--- src/rtl/vector_pkg.sv ---
// Shared types and fixed-point helpers for the vector datapath units.
package vector_pkg;

  typedef enum logic [2:0] {
    IDLE, SQ, SUM, SEED, ITER, LEN, NORM, DONE
  } len_state_e;

  typedef struct packed {
    logic               sat;
    logic signed [63:0] val;
  } mul_res_t;

  // 1.5 in Q.frac format
  function automatic logic signed [63:0] FP_THREE_HALVES(input int unsigned frac);
    return 64'sd3 <<< (frac - 1);
  endfunction

  // Signed fixed-point multiply: floor shift, symmetric saturation to +/-(2^(n-1)-1)
  function automatic mul_res_t fp_mul_sat(input logic signed [63:0] a,
                                          input logic signed [63:0] b,
                                          input int unsigned        n,
                                          input int unsigned        frac);
    logic signed [63:0] prod;
    logic signed [63:0] sh;
    logic signed [63:0] lim;
    mul_res_t           r;
    prod  = a * b;
    sh    = prod >>> frac;
    lim   = (64'sd1 <<< (n - 1)) - 64'sd1;
    r.sat = 1'b0;
    r.val = sh;
    if (sh > lim) begin
      r.val = lim;
      r.sat = 1'b1;
    end else if (sh < -lim) begin
      r.val = -lim;
      r.sat = 1'b1;
    end
    return r;
  endfunction

endpackage

--- src/rtl/lead_one_detect.sv ---
// Priority encoder: index of the most significant set bit, plus an all-zero flag.
module lead_one_detect #(
  parameter int unsigned W = 32
) (
  input  logic [W-1:0]         d,
  output logic [$clog2(W)-1:0] p,
  output logic                 zero
);
  localparam int unsigned PW = $clog2(W);

  always_comb begin
    p = '0;
    for (int unsigned i = 0; i < W; i++) begin
      if (d[i]) p = PW'(i);
    end
    zero = (d == '0);
  end

endmodule

--- src/rtl/vec3_length_seq.sv ---
// Sequential |v| and v/|v| using Newton-Raphson inverse square root on one shared multiplier.
module vec3_length_seq
  import vector_pkg::*;
#(
  parameter int unsigned N         = 32,
  parameter int unsigned FRAC_BITS = 24,
  parameter int unsigned NR_ITERS  = 5
) (
  input  logic                clk,
  input  logic                rst_n,
  input  logic                in_valid,
  output logic                in_ready,
  input  logic signed [N-1:0] in_x,
  input  logic signed [N-1:0] in_y,
  input  logic signed [N-1:0] in_z,
  input  logic                in_norm,
  output logic                out_valid,
  input  logic                out_ready,
  output logic signed [N-1:0] out_len,
  output logic signed [N-1:0] out_nx,
  output logic signed [N-1:0] out_ny,
  output logic signed [N-1:0] out_nz,
  output logic                out_zero,
  output logic                out_sat
);

  localparam logic signed [N-1:0] MAXV      = N'((64'sd1 <<< (N - 1)) - 64'sd1);
  localparam logic signed [N-1:0] THREE     = N'(64'sd3 <<< FRAC_BITS);
  localparam logic signed [N-1:0] HALF3     = N'(FP_THREE_HALVES(FRAC_BITS));
  localparam logic [3:0]          LAST_ITER = 4'(NR_ITERS - 1);

  len_state_e          state;
  logic [1:0]          step;
  logic [3:0]          iter;
  logic                norm;
  logic signed [N-1:0] vx, vy, vz, s, yv, t;

  logic signed [N-1:0] op_a, op_b, sel_v, h, mul_val, seed;
  logic                mul_sat, sum_ovf;
  mul_res_t            mres;
  logic [N:0]          sum_wide;
  logic [$clog2(N)-1:0] lod_p;
  logic                lod_zero;
  int                  e_c, k_c;

  lead_one_detect #(.W(N)) u_lod (.d(s), .p(lod_p), .zero(lod_zero));

  // Shared multiplier operand select
  always_comb begin
    op_a  = '0;
    op_b  = '0;
    sel_v = (step == 2'd0) ? vx : (step == 2'd1) ? vy : vz;
    h     = (t >= THREE) ? '0 : HALF3 - (t >>> 1);
    case (state)
      SQ: begin
        op_a = sel_v;
        op_b = sel_v;
      end
      ITER: begin
        case (step)
          2'd0:    begin op_a = yv; op_b = yv; end
          2'd1:    begin op_a = s;  op_b = t;  end
          default: begin op_a = yv; op_b = h;  end
        endcase
      end
      LEN: begin
        op_a = s;
        op_b = yv;
      end
      NORM: begin
        op_a = sel_v;
        op_b = yv;
      end
      default: ;
    endcase
    mres     = fp_mul_sat(64'(op_a), 64'(op_b), N, FRAC_BITS);
    mul_val  = N'(mres.val);
    mul_sat  = mres.sat;
    sum_wide = {1'b0, s} + {1'b0, mul_val};
    sum_ovf  = (sum_wide > {1'b0, MAXV});
  end

  // Power-of-two seed within a factor sqrt(2) of 1/sqrt(s)
  always_comb begin
    e_c = int'(lod_p) - int'(FRAC_BITS);
    k_c = int'(FRAC_BITS) - ((e_c + 1) >>> 1);
    if (k_c >= int'(N) - 1)  seed = MAXV;
    else if (k_c < 0)        seed = N'(1);
    else                     seed = N'(1) << k_c;
  end

  always_ff @(posedge clk) begin
    if (!rst_n) begin
      state     <= IDLE;
      step      <= '0;
      iter      <= '0;
      norm      <= 1'b0;
      vx        <= '0;
      vy        <= '0;
      vz        <= '0;
      s         <= '0;
      yv        <= '0;
      t         <= '0;
      in_ready  <= 1'b1;
      out_valid <= 1'b0;
      out_len   <= '0;
      out_nx    <= '0;
      out_ny    <= '0;
      out_nz    <= '0;
      out_zero  <= 1'b0;
      out_sat   <= 1'b0;
    end else begin
      case (state)
        IDLE: begin
          if (in_valid) begin
            vx       <= in_x;
            vy       <= in_y;
            vz       <= in_z;
            norm     <= in_norm;
            s        <= '0;
            step     <= '0;
            out_len  <= '0;
            out_nx   <= '0;
            out_ny   <= '0;
            out_nz   <= '0;
            out_zero <= 1'b0;
            out_sat  <= 1'b0;
            in_ready <= 1'b0;
            state    <= SQ;
          end
        end
        SQ: begin
          s       <= sum_ovf ? MAXV : N'(sum_wide);
          out_sat <= out_sat | mul_sat | sum_ovf;
          step    <= step + 2'd1;
          if (step == 2'd2) begin
            step  <= '0;
            state <= SUM;
          end
        end
        SUM: begin
          if (lod_zero) begin
            out_zero <= 1'b1;
            state    <= LEN;
          end else begin
            state <= SEED;
          end
        end
        SEED: begin
          yv    <= seed;
          iter  <= '0;
          step  <= '0;
          state <= ITER;
        end
        ITER: begin
          if (step == 2'd2) yv <= mul_val;
          else              t  <= mul_val;
          out_sat <= out_sat | mul_sat;
          step    <= step + 2'd1;
          if (step == 2'd2) begin
            step <= '0;
            iter <= iter + 4'd1;
            if (iter == LAST_ITER) state <= LEN;
          end
        end
        LEN: begin
          if (!out_zero) begin
            out_len <= mul_val;
            out_sat <= out_sat | mul_sat;
          end
          if (norm && !out_zero) begin
            step  <= '0;
            state <= NORM;
          end else begin
            out_valid <= 1'b1;
            state     <= DONE;
          end
        end
        NORM: begin
          case (step)
            2'd0:    out_nx <= mul_val;
            2'd1:    out_ny <= mul_val;
            default: out_nz <= mul_val;
          endcase
          out_sat <= out_sat | mul_sat;
          step    <= step + 2'd1;
          if (step == 2'd2) begin
            step      <= '0;
            out_valid <= 1'b1;
            state     <= DONE;
          end
        end
        DONE: begin
          if (out_ready) begin
            out_valid <= 1'b0;
            in_ready  <= 1'b1;
            state     <= IDLE;
          end
        end
        default: state <= IDLE;
      endcase
    end
  end

endmodule

--- config.mk ---
export PLATFORM = sky130hd
export DESIGN_NAME = vec3_length_seq
export DESIGN_NICKNAME = d
export VERILOG_FILES = /design/src/rtl/vector_pkg.sv /design/src/rtl/lead_one_detect.sv /design/src/rtl/vec3_length_seq.sv
export SDC_FILE = /design/constraint.sdc
export NUM_CORES = 2
export LEC_CHECK = 0
export ABC_AREA = 1
export CORE_UTILIZATION = 35
export DETAILED_ROUTE_END_ITERATION = 6
export GPL_ROUTABILITY_DRIVEN = 0
export GPL_TIMING_DRIVEN = 0
export PLACE_DENSITY = 0.58
export SLEW_MARGIN = 10
export SYNTH_ARGS = -nofsm -noshare
export SYNTH_HDL_FRONTEND = slang
export SYNTH_HIERARCHICAL = 1
export SYNTH_SLANG_ARGS = --single-unit
--- constraint.sdc ---
create_clock -name clk -period 15.7 [get_ports clk]
set_input_delay 3.925 -clock clk [delete_from_list [all_inputs] [get_ports clk]]
set_output_delay 3.925 -clock clk [all_outputs]
set_load 0.1 [all_outputs]
==> results.py <==
metrics = {
    "run_status": {
        "status": "complete, but fails checks",
        "violations": "DRC",
    },
    "timing": {
        "worstMarginPinSlew_ps": 1472,
        "max_freq_mhz": 66.28,
        "slew_headroom_pct": 1.533,
        "fin_crit_sh_pct": 96.10,
        "finalHoldViolCount": 0,
        "setup_viol": 0,
        "fin_crit_ps": 15090,
        "maxSlewViolCount": 0,
        "finalClockSkew_ps": 20.03,
    },
    "detailed_routing": {
        "drt_wl_total_mm": 224.7,
        "dr.first_iter.drc_count": 6059,
        "vias_per_cell": 5.316,
        "vias": 49950,
        "route.detailed.drc": 18,
        "drtAntennaViolNets": 0,
        "wl_per_cell_um": 23.92,
        "first_pass_iters": 7,
    },
    "cts": {
        "cts-htree-levels": 2,
        "root_buffer": "clkbuf_16",
        "clk_pin_slew_ps": 60,
        "cts-hold-fix-buffers": 0,
        "clock_sinks": 334,
        "insertion_delay_ps": 550,
        "clockBufferDepth": 3,
        "cts_made_buffers": 35,
        "cts_tree": "done",
    },
    "layout": {
        "layout-drive-gt1-share_pct": 3.483,
        "multi_input_area_mm2": 0.04065,
        "fin_area_mm2": 0.06059,
        "regArea_mm2": 0.006686,
        "num-nets-final": 8738,
        "areaGrowthSynthToFinish_pct": 11.69,
        "nFillCells": 15980,
    },
    "grt": {
        "grt_pass1_wl_mm": 330.0,
        "grtUsageMet1_pct": 36.88,
        "grt_overflow": 0,
        "grt_antenna_before_repair": 5,
        "grt_use_met2_pct": 43.16,
        "busiest_layer": "met2",
        "grt_pass1_vias": 49780,
        "track_usage_pct": 28.54,
        "use_met3_pct": 8.848,
        "grt_max_degree": 25,
    },
    "synthesis": {
        "synth-edff-count": 0,
        "synth.area.top_cells": "fa_1 40%, dfxtp_1 12%, inv_1 10%, nand2_1 7.8%, nor2_1 7.1%",
        "synth_area_mm2": 0.05425,
        "yosysTopAreaCell": "fa_1",
        "synth_top_area_share_pct": 39.93,
        "avgSynthCellArea_um2": 7.698,
        "ys_seq_elements": 334,
        "yosysWarnings": 6,
        "synth_async_sr_flop_share_pct": 0,
        "yosys.cell_types.count": 60,
        "syn_inst": 7047,
        "dominantRegCellSynth": "dfxtp_1",
        "synth-seq-area-share_pct": 12.33,
        "syn_nets": 8457,
    },
    "worst_setup_path": {
        "cp_data_arrival_time_ps": 15580,
        "cp_slowest_stage_delay_ps": 970,
        "cp.required_ps": 16200,
        "path_max_fanout": 11,
        "slowest_stage": "fa_2",
        "cp-end-kind": "flip-flop",
        "path_common_cell": "nand2_1",
        "crit_type": "reg -> reg",
        "critPathLaunchType": "flip-flop",
    },
    "job": {
        "cap_violations": 0,
    },
    "floorplanning": {
        "die_w_um": 395.7,
        "initial_core_util_pct": 35.21,
        "num_rows": 144,
        "die_h_um": 395.7,
        "io_pins": 233,
        "dieArea_mm2": 0.1566,
        "core_area_mm2": 0.1540,
    },
    "placed_design": {
        "hpwl_mm": 186.4,
        "place_area_mm2": 0.05919,
        "port_buffers": 232,
    },
    "min_path": {
        "hp-class": "reg -> reg",
    },
}
## critical path: cells and delay by family (launching register included)
kind,cells,cell delay [ps]
flops,1,310
fa+ha+maj,10,5510
simple gates,20,2250
compound gates,14,2990
buf+inv,17,3910
## cell type report
| type | count | area share (%) |
|---|---|---|
| diodes | 2 | 0.008260 |
| clock inverters | 13 | 0.2747 |
| plain buffers | 331 | 2.286 |
| multi-input cells | 4867 | 67.09 |
| clock buffers | 46 | 1.563 |
| inverters | 1514 | 9.441 |
| repair buffers | 245 | 4.081 |
| flip-flops and latches | 334 | 11.04 |
| well taps | 2044 | 4.221 |
## worst paths after layout
| path | from | end | slack, ps | cells past startpoint |
|---|---|---|---|---|
| max | step[1] | s[29] | 610 | 61 |
| min | out_valid | out_valid | 460 | 2 |
| max reg2reg | step[1] | s[29] | 610 | 61 |
| min reg2reg | out_valid | out_valid | 460 | 2 |
## metal layers
layer	wire length (um)	share of wire [%]
met1	85780	38
met2	96380	43
met3	28390	13
met4	14150	6.3
met5	46	0.020
## state kept, by name (all words and copies together) (netlist names)
register	flops
out_zero	1
out_ny	32
vx	32
norm	1
s	32
out_nx	32
yv	32
in_ready	1
step	2
iter	4
out_nz	32
state	3
vy	32
out_sat	1
t	32
out_len	32
out_valid	1
vz	32
## Yosys cell counts, drive strengths merged (42+ instances only)
library cell  instances
inv                1496
nand2              1179
fa                 1082
nor2               1030
a21oi               467
o21ai               398
dfxtp               334
clkbuf              279
ha                  227
nand3               147
buf                  53
a31oi                42
nor3                 42
## cells in the final DEF (no fill, tap or decap), types with 54 or more instances in the layout
cell,n
inv_1,1465
nand2_1,1117
fa_1,1079
nor2_1,1013
a21oi_1,461
o21ai_0,354
dfxtp_1,334
clkbuf_1,263
clkdlybuf4s50_1,232
ha_1,224
nand3_1,144
nand2_2,54
## per-stage QoR
stage / utilization (%) / setup TNS (ps) / setup slack [ps] / hold WS [ps] / std cells
6_report: 39.33 / 0 / 612.7 / 455.9 / 9396
2_1_floorplan: - / 0 / 3703 / 424.5 / 7047
3_5_place_dp: 38.43 / -19390 / -692.3 / 449.5 / 9326
4_1_cts: 39.16 / 0 / 9.951 / 457.9 / 9384
3_3_place_gp: 38.38 / -15670 / -582.3 / 434.4 / 9323
5_1_grt: 39.33 / -8.423 / -8.423 / 479.5 / 9394
## repair_timing
| item | 4_1_cts | 5_1_grt |
|---|---|---|
| endpoints found under the setup margin | 32 | 32 |
| pin swaps | 0 | 1 |
| gates resized for setup | 8 | 106 |
| hold endpoints to repair | 0 | 0 |
| gates cloned | 0 | 0 |
| setup buffers | 0 | 10 |
## cell families (layout without fill, tap and decap cells)
logic type,count (synthesis),after routing,synth area share [%]
other cells,0,2,0
simple gates,2452,2452,18.12
buf+inv,1846,2149,12.95
fa+ha+maj,1309,1309,45.17
compound gates,1057,1057,10.64
xor+xnor,49,49,0.7911
flops,334,334,12.33
Power is left out: the tool's default activity adds up to more than one toggle a clock period on the data nets, which glitch-free logic cannot reach.
